==> config.mk <==
export PLATFORM = sky130hd
export DESIGN_NAME = bram_stream_reader
export DESIGN_NICKNAME = d
export VERILOG_FILES = /design/src/rtl/bram_stream_reader.sv
export SDC_FILE = /design/constraint.sdc
export NUM_CORES = 1
export LEC_CHECK = 0
export CAP_MARGIN = 15
export CORE_ASPECT_RATIO = 1.25
export CORE_MARGIN = 1.5
export CORE_UTILIZATION = 41
export CTS_BUF_LIST = sky130_fd_sc_hd__clkbuf_4 sky130_fd_sc_hd__clkbuf_8 sky130_fd_sc_hd__clkbuf_16
export DETAILED_ROUTE_END_ITERATION = 8
export SLEW_MARGIN = 20
export SYNTH_ARGS = -nofsm -noshare
export SYNTH_HDL_FRONTEND = slang
export SYNTH_SLANG_ARGS = --single-unit
==> constraint.sdc <==
create_clock -name clk -period 3.8 [get_ports clk]
set_input_delay 0.76 -clock clk [delete_from_list [all_inputs] [get_ports clk]]
set_output_delay 0.76 -clock clk [all_outputs]
set_load 0.005 [all_outputs]
==> src/rtl/bram_stream_reader.sv <==
// bram_stream_reader: reads a window of a synchronous-read BRAM and
// streams it out on AXI-Stream, one beat per word, tlast per frame.
//
// Ports:
//   clk, rst           clock, synchronous active-high reset
//   start, loop_en     command pulse, continuous-repeat enable
//   base_addr, length  frame window (first word, word count)
//   busy, done         command active, one-cycle completion pulse
//   bram_en/addr/dout  BRAM read port
//   m_axis_*           AXI-Stream master (tdata/tvalid/tready/tlast)
module bram_stream_reader #(
  parameter int DATA_WIDTH   = 32,
  parameter int DEPTH        = 32,
  parameter int ADDR_WIDTH   = $clog2(DEPTH),
  parameter int READ_LATENCY = 2
) (
  input  logic                  clk,
  input  logic                  rst,
  input  logic                  start,
  input  logic                  loop_en,
  input  logic [ADDR_WIDTH-1:0] base_addr,
  input  logic [ADDR_WIDTH:0]   length,
  output logic                  busy,
  output logic                  done,
  output logic                  bram_en,
  output logic [ADDR_WIDTH-1:0] bram_addr,
  input  logic [DATA_WIDTH-1:0] bram_dout,
  output logic [DATA_WIDTH-1:0] m_axis_tdata,
  output logic                  m_axis_tvalid,
  input  logic                  m_axis_tready,
  output logic                  m_axis_tlast
);

  localparam int RL        = READ_LATENCY;
  localparam int BUF_DEPTH = RL + 2;
  localparam int PW        = $clog2(BUF_DEPTH);
  localparam int CW        = $clog2(BUF_DEPTH + 1);
  localparam int LW        = ADDR_WIDTH + 1;

  localparam logic [LW-1:0] DEPTH_L =
    LW'(DEPTH);
  localparam logic [ADDR_WIDTH-1:0] ADDR_MAX =
    ADDR_WIDTH'(DEPTH - 1);
  localparam logic [PW-1:0] PTR_MAX =
    PW'(BUF_DEPTH - 1);
  localparam logic [CW:0] BUF_L =
    (CW + 1)'(BUF_DEPTH);

  typedef enum logic [1:0] {
    S_IDLE,
    S_RUN,
    S_DRAIN
  } state_t;

  state_t state;

  logic [ADDR_WIDTH-1:0] base_q;
  logic [LW-1:0]         len_q;
  logic [LW-1:0]         idx;
  logic [ADDR_WIDTH-1:0] cur_addr;
  logic                  en_last;

  // tag pipe tracking each read until its data appears on bram_dout
  logic [RL-1:0] pv;
  logic [RL-1:0] pl;

  // reads issued but not yet written into the FIFO
  logic [CW-1:0] inflight;

  logic [DATA_WIDTH-1:0] fmem [BUF_DEPTH];
  logic [BUF_DEPTH-1:0]  flast;
  logic [PW-1:0]         wr_ptr;
  logic [PW-1:0]         rd_ptr;
  logic [CW-1:0]         fcount;

  logic                  start_ok;
  logic                  issue;
  logic                  push;
  logic                  pop;
  logic                  src_last;
  logic [ADDR_WIDTH-1:0] src_addr;
  logic [ADDR_WIDTH-1:0] nxt_addr;
  logic [ADDR_WIDTH-1:0] loop_addr;
  logic [LW-1:0]         src_idx;
  logic [LW-1:0]         src_len;
  logic [CW:0]           occ;

  function automatic logic [PW-1:0] ptr_inc(
    input logic [PW-1:0] p
  );
    return (p == PTR_MAX) ? '0 : p + PW'(1);
  endfunction

  assign m_axis_tvalid = (fcount != '0);
  assign m_axis_tdata  = fmem[rd_ptr];
  assign m_axis_tlast  = m_axis_tvalid
                       & flast[rd_ptr];

  assign push = pv[RL-1];
  assign pop  = m_axis_tvalid & m_axis_tready;

  always_comb begin
    start_ok  = 1'b0;
    issue     = 1'b0;
    src_addr  = cur_addr;
    src_idx   = idx;
    src_len   = len_q;
    loop_addr = base_q;
    // Issue the first read straight from IDLE so the
    // first bram_en appears the cycle after start.
    if (state == S_IDLE) begin
      src_addr  = base_addr;
      src_idx   = '0;
      src_len   = length;
      loop_addr = base_addr;
      start_ok  = start
                & (length != '0)
                & (length <= DEPTH_L)
                & ({1'b0, base_addr} < DEPTH_L);
    end
    src_last = (src_idx == src_len - LW'(1));
    nxt_addr = (src_addr == ADDR_MAX)
             ? '0 : src_addr + ADDR_WIDTH'(1);
    // A pop this cycle frees a slot before the new
    // read can land, so count it as returned credit.
    occ = {1'b0, inflight}
        + {1'b0, fcount}
        - {{CW{1'b0}}, pop};
    issue = start_ok
          | ((state == S_RUN) & (occ < BUF_L));
  end

  always_ff @(posedge clk) begin
    if (rst) begin
      state     <= S_IDLE;
      busy      <= 1'b0;
      done      <= 1'b0;
      bram_en   <= 1'b0;
      bram_addr <= '0;
      base_q    <= '0;
      len_q     <= '0;
      idx       <= '0;
      cur_addr  <= '0;
      en_last   <= 1'b0;
      pv        <= '0;
      pl        <= '0;
      inflight  <= '0;
      flast     <= '0;
      wr_ptr    <= '0;
      rd_ptr    <= '0;
      fcount    <= '0;
      for (int i = 0; i < BUF_DEPTH; i++)
        fmem[i] <= '0;
    end else begin
      done    <= 1'b0;
      bram_en <= issue;
      if (issue) begin
        bram_addr <= src_addr;
        en_last   <= src_last;
      end

      pv[0] <= bram_en;
      pl[0] <= en_last;
      for (int i = 1; i < RL; i++) begin
        pv[i] <= pv[i-1];
        pl[i] <= pl[i-1];
      end

      inflight <= inflight
                + CW'(issue)
                - CW'(push);

      if (push) begin
        fmem[wr_ptr]  <= bram_dout;
        flast[wr_ptr] <= pl[RL-1];
        wr_ptr        <= ptr_inc(wr_ptr);
      end
      if (pop)
        rd_ptr <= ptr_inc(rd_ptr);
      fcount <= fcount
              + CW'(push)
              - CW'(pop);

      case (state)
        S_IDLE: begin
          if (start_ok) begin
            busy   <= 1'b1;
            base_q <= base_addr;
            len_q  <= length;
          end
        end
        S_RUN: begin
        end
        S_DRAIN: begin
          if (inflight == '0 && fcount == '0) begin
            state <= S_IDLE;
            busy  <= 1'b0;
            done  <= 1'b1;
          end
        end
        default: state <= S_IDLE;
      endcase

      // Frame bookkeeping; loop_en is looked at only
      // when the last word of a frame is issued.
      if (issue) begin
        if (src_last) begin
          if (loop_en) begin
            idx      <= '0;
            cur_addr <= loop_addr;
            state    <= S_RUN;
          end else begin
            state <= S_DRAIN;
          end
        end else begin
          idx      <= src_idx + LW'(1);
          cur_addr <= nxt_addr;
          state    <= S_RUN;
        end
      end
    end
  end

endmodule

==> impl_metrics.yaml <==
yosys:
  ys_seq_elements: 181
  ys_top_cells_by_count: "131 x and2_1, 128 x edfxtp_1, 53 x dfxtp_1"
  synthArstFlopShare_pct: 0
  yosysSeqAreaShare_pct: 58.2
  syn_area_sq_mm: 0.00843
  synthFlopType: "edfxtp_1"
  synth_edf_count: 128
  synth_fp_nets: 726
  netlist_instances: 660
  yosysMostFrequentCell: "and2_1"
  synthTopCellsByArea: "edfxtp_1 46%, dfxtp_1 13%, and2_1 9.7%"
  synth_top_area_cell: "edfxtp_1"
  synth_top_area_share_pct: 45.6
  yosys_warnings: 0
  avgSynthCellArea_sq_um: 12.8
  synth.distinct_cells: 55
sta:
  slew_viol_final: 0
  worst_slack_ps: 450
  finalCriticalPeriod_ps: 3350
  slew_headroom_pct: 37.1
  rsz0062_at_grt: "false"
  setup_viol_count_final: 0
  worstMarginPinSlew_ps: 943
  max_freq_ghz: 0.298
  hold_slack_ps: 433
  fin_tns_setup_ps: 0
  hold_viol: 0
  skew_ps: 10.2
  fin_crit_sh_pct: 88.2
global_route:
  grt_pass1_vias: 5532
  grt_max_degree: 51
  grt_usage_pct: 17.5
  antenna_found_initial: 0
  grt_pass1_wl_mm: 29.1
  grt-ovfl-total: 0
power:
  pwr_density_cell_mw_per_mm2: 508
  peakVddDrop_mv: 0.339
  leakage_nw: 3.81
placement:
  portBuffers: 89
  pre_cts_slack_ps: -5.74
  globalplace.congestion: 0.799
  placed_cells: 1001
  hpwlAfterDp_mm: 11.4
critical_path:
  path_cells: "clkdlybuf4s50_1, nand3_1, ha_1, nand2_1, o311ai_2, mux2i_1, a21o_1, inv_6, ha_1, inv_1, ha_1, fa_1, xnor2_1, nor2_1"
  path_buf_inv: 3
  cp.required_ps: 4100
  endpoint_kind: "flip-flop"
  start_kind: "input pin"
  cpPeakStageDelay_ps: 490
  crit_arrival_ps: 3650
  crit_family: "adder cells"
  crit_slowest_cell: "clkdlybuf4s50_1"
  crit_type: "in -> reg"
  path_max_fanout: 3
  crit_top_cell: "ha_1"
flow_run:
  cap_violations: 0
die:
  fp-row-count: 58
  coreArea_sq_mm: 0.0202
  die_w_microns: 131
  start_util_pct: 41.8
  ios: 90
  die_h_microns: 163
  fp.dieArea_sq_mm: 0.0214
routing:
  wl_per_cell_microns: 17.4
  first_iter_violations: 328
  ant_nets: 0
  wirelength_mm: 17.9
  vias_per_cell: 5.15
  drt-pass1-iter-count: 4
  drc: 0
  num_vias: 5315
layout:
  fin_nets: 816
  post-route-util_pct: 50.9
  syn2layout_area_growth_pct: 21.7
  fin_cells: 1033
  antenna_cells: 0
  drive_gt1_share_pct: 13.5
clock_network:
  cts.htree.levels: 4
  cts_tree: "built"
  clockBufferDepth: 2
  insertion_delay_ps: 430
  numCtsBuffers: 17
  cts_setup_buffers: 0
  cts_hold_buf: 0
  cts_root_buf: "clkbuf_16"
  post_cts_resized: 0
  path_clk_slew_ps: 70
  cts_sinks: 181
status:
  status: "completed"
min_path:
  holdCritPathClass: "reg -> reg"
-- cell usage in the layout, fill, tap and decap left out, types with 7 or more instances in the layout --
master / instances
mux4_2: 33
mux2i_1: 22
buf_4: 12
clkbuf_16: 17
ha_1: 16
xnor2_1: 11
and2_1: 131
nor3_1: 7
nand2_1: 31
dfxtp_1: 51
clkdlybuf4s50_1: 89
a21oi_1: 22
edfxtp_1: 128
nor2b_1: 8
inv_6: 7
nand3_1: 17
nor2_1: 42
inv_1: 26
-- sequential cells by signal (all words and copies together) (netlist names), 3 cells and up, named ones only --
| signal | flops |
|---|---|
| fcount | 3 |
| len_q | 6 |
| flast | 4 |
| inflight | 3 |
| bram_addr | 5 |
| idx | 6 |
| base_q | 5 |
| fmem | 128 |
| cur_addr | 5 |
-- path summary, 6_finish.rpt --
kind,depth (start not counted),slack [ps],start,end
hold reg to reg,1,430,pl[0],pl[1]
setup / recovery,14,450,m_axis_tready,inflight[2]
setup reg to reg,15,510,fcount[1],inflight[2]
hold / removal,1,430,pl[0],pl[1]
-- per-stage QoR --
| stage | power [mW] | instance area [sq um] |
|---|---|---|
| after floorplan | 3.10 | 8430 |
| after global placement | 3.57 | 9710 |
| after detailed placement | 3.60 | 9710 |
| after CTS | 5.29 | 10300 |
| after global routing | 5.48 | 10300 |
| final | 5.22 | 10300 |
-- where the power goes --
part | internal, mW | switching, mW | leakage, nW | total [mW]
Clock | 0.867 | 0.814 | 0.274 | 1.68
Combinational | 0.655 | 0.535 | 1.78 | 1.19
Sequential | 2.24 | 0.110 | 1.75 | 2.35
Total | 3.76 | 1.46 | 3.81 | 5.22
-- kinds of logic after synthesis --
logic type | synth area share, %
AOI/OAI and AO/OA | 5.59
xor gates and xnor gates | 1.66
adders and majority gates | 2.85
buffers and inverters | 3.09
DFF | 58.2
muxes | 11.4
and+or+nand+nor | 17.2
-- cell type report --
cell class,count,area [sq um]
Clock buffer,17,425
Clock inverter,15,136
Fill cell,1804,9910
Inverter,28,110
Multi-Input combinational cell,417,3290
Sequential cell,181,4910
Tap cell,270,338
Timing Repair Buffer,105,1060
-- metal layers --
metal / part of all wire [%] / track usage [%]
met1: 42 / 20.7
met2: 53 / 32.3
met3: 3.9 / 3.45
met4: 1.4 / 5.20
met5: 0 / 0
(Power assumes the default switching activity.)
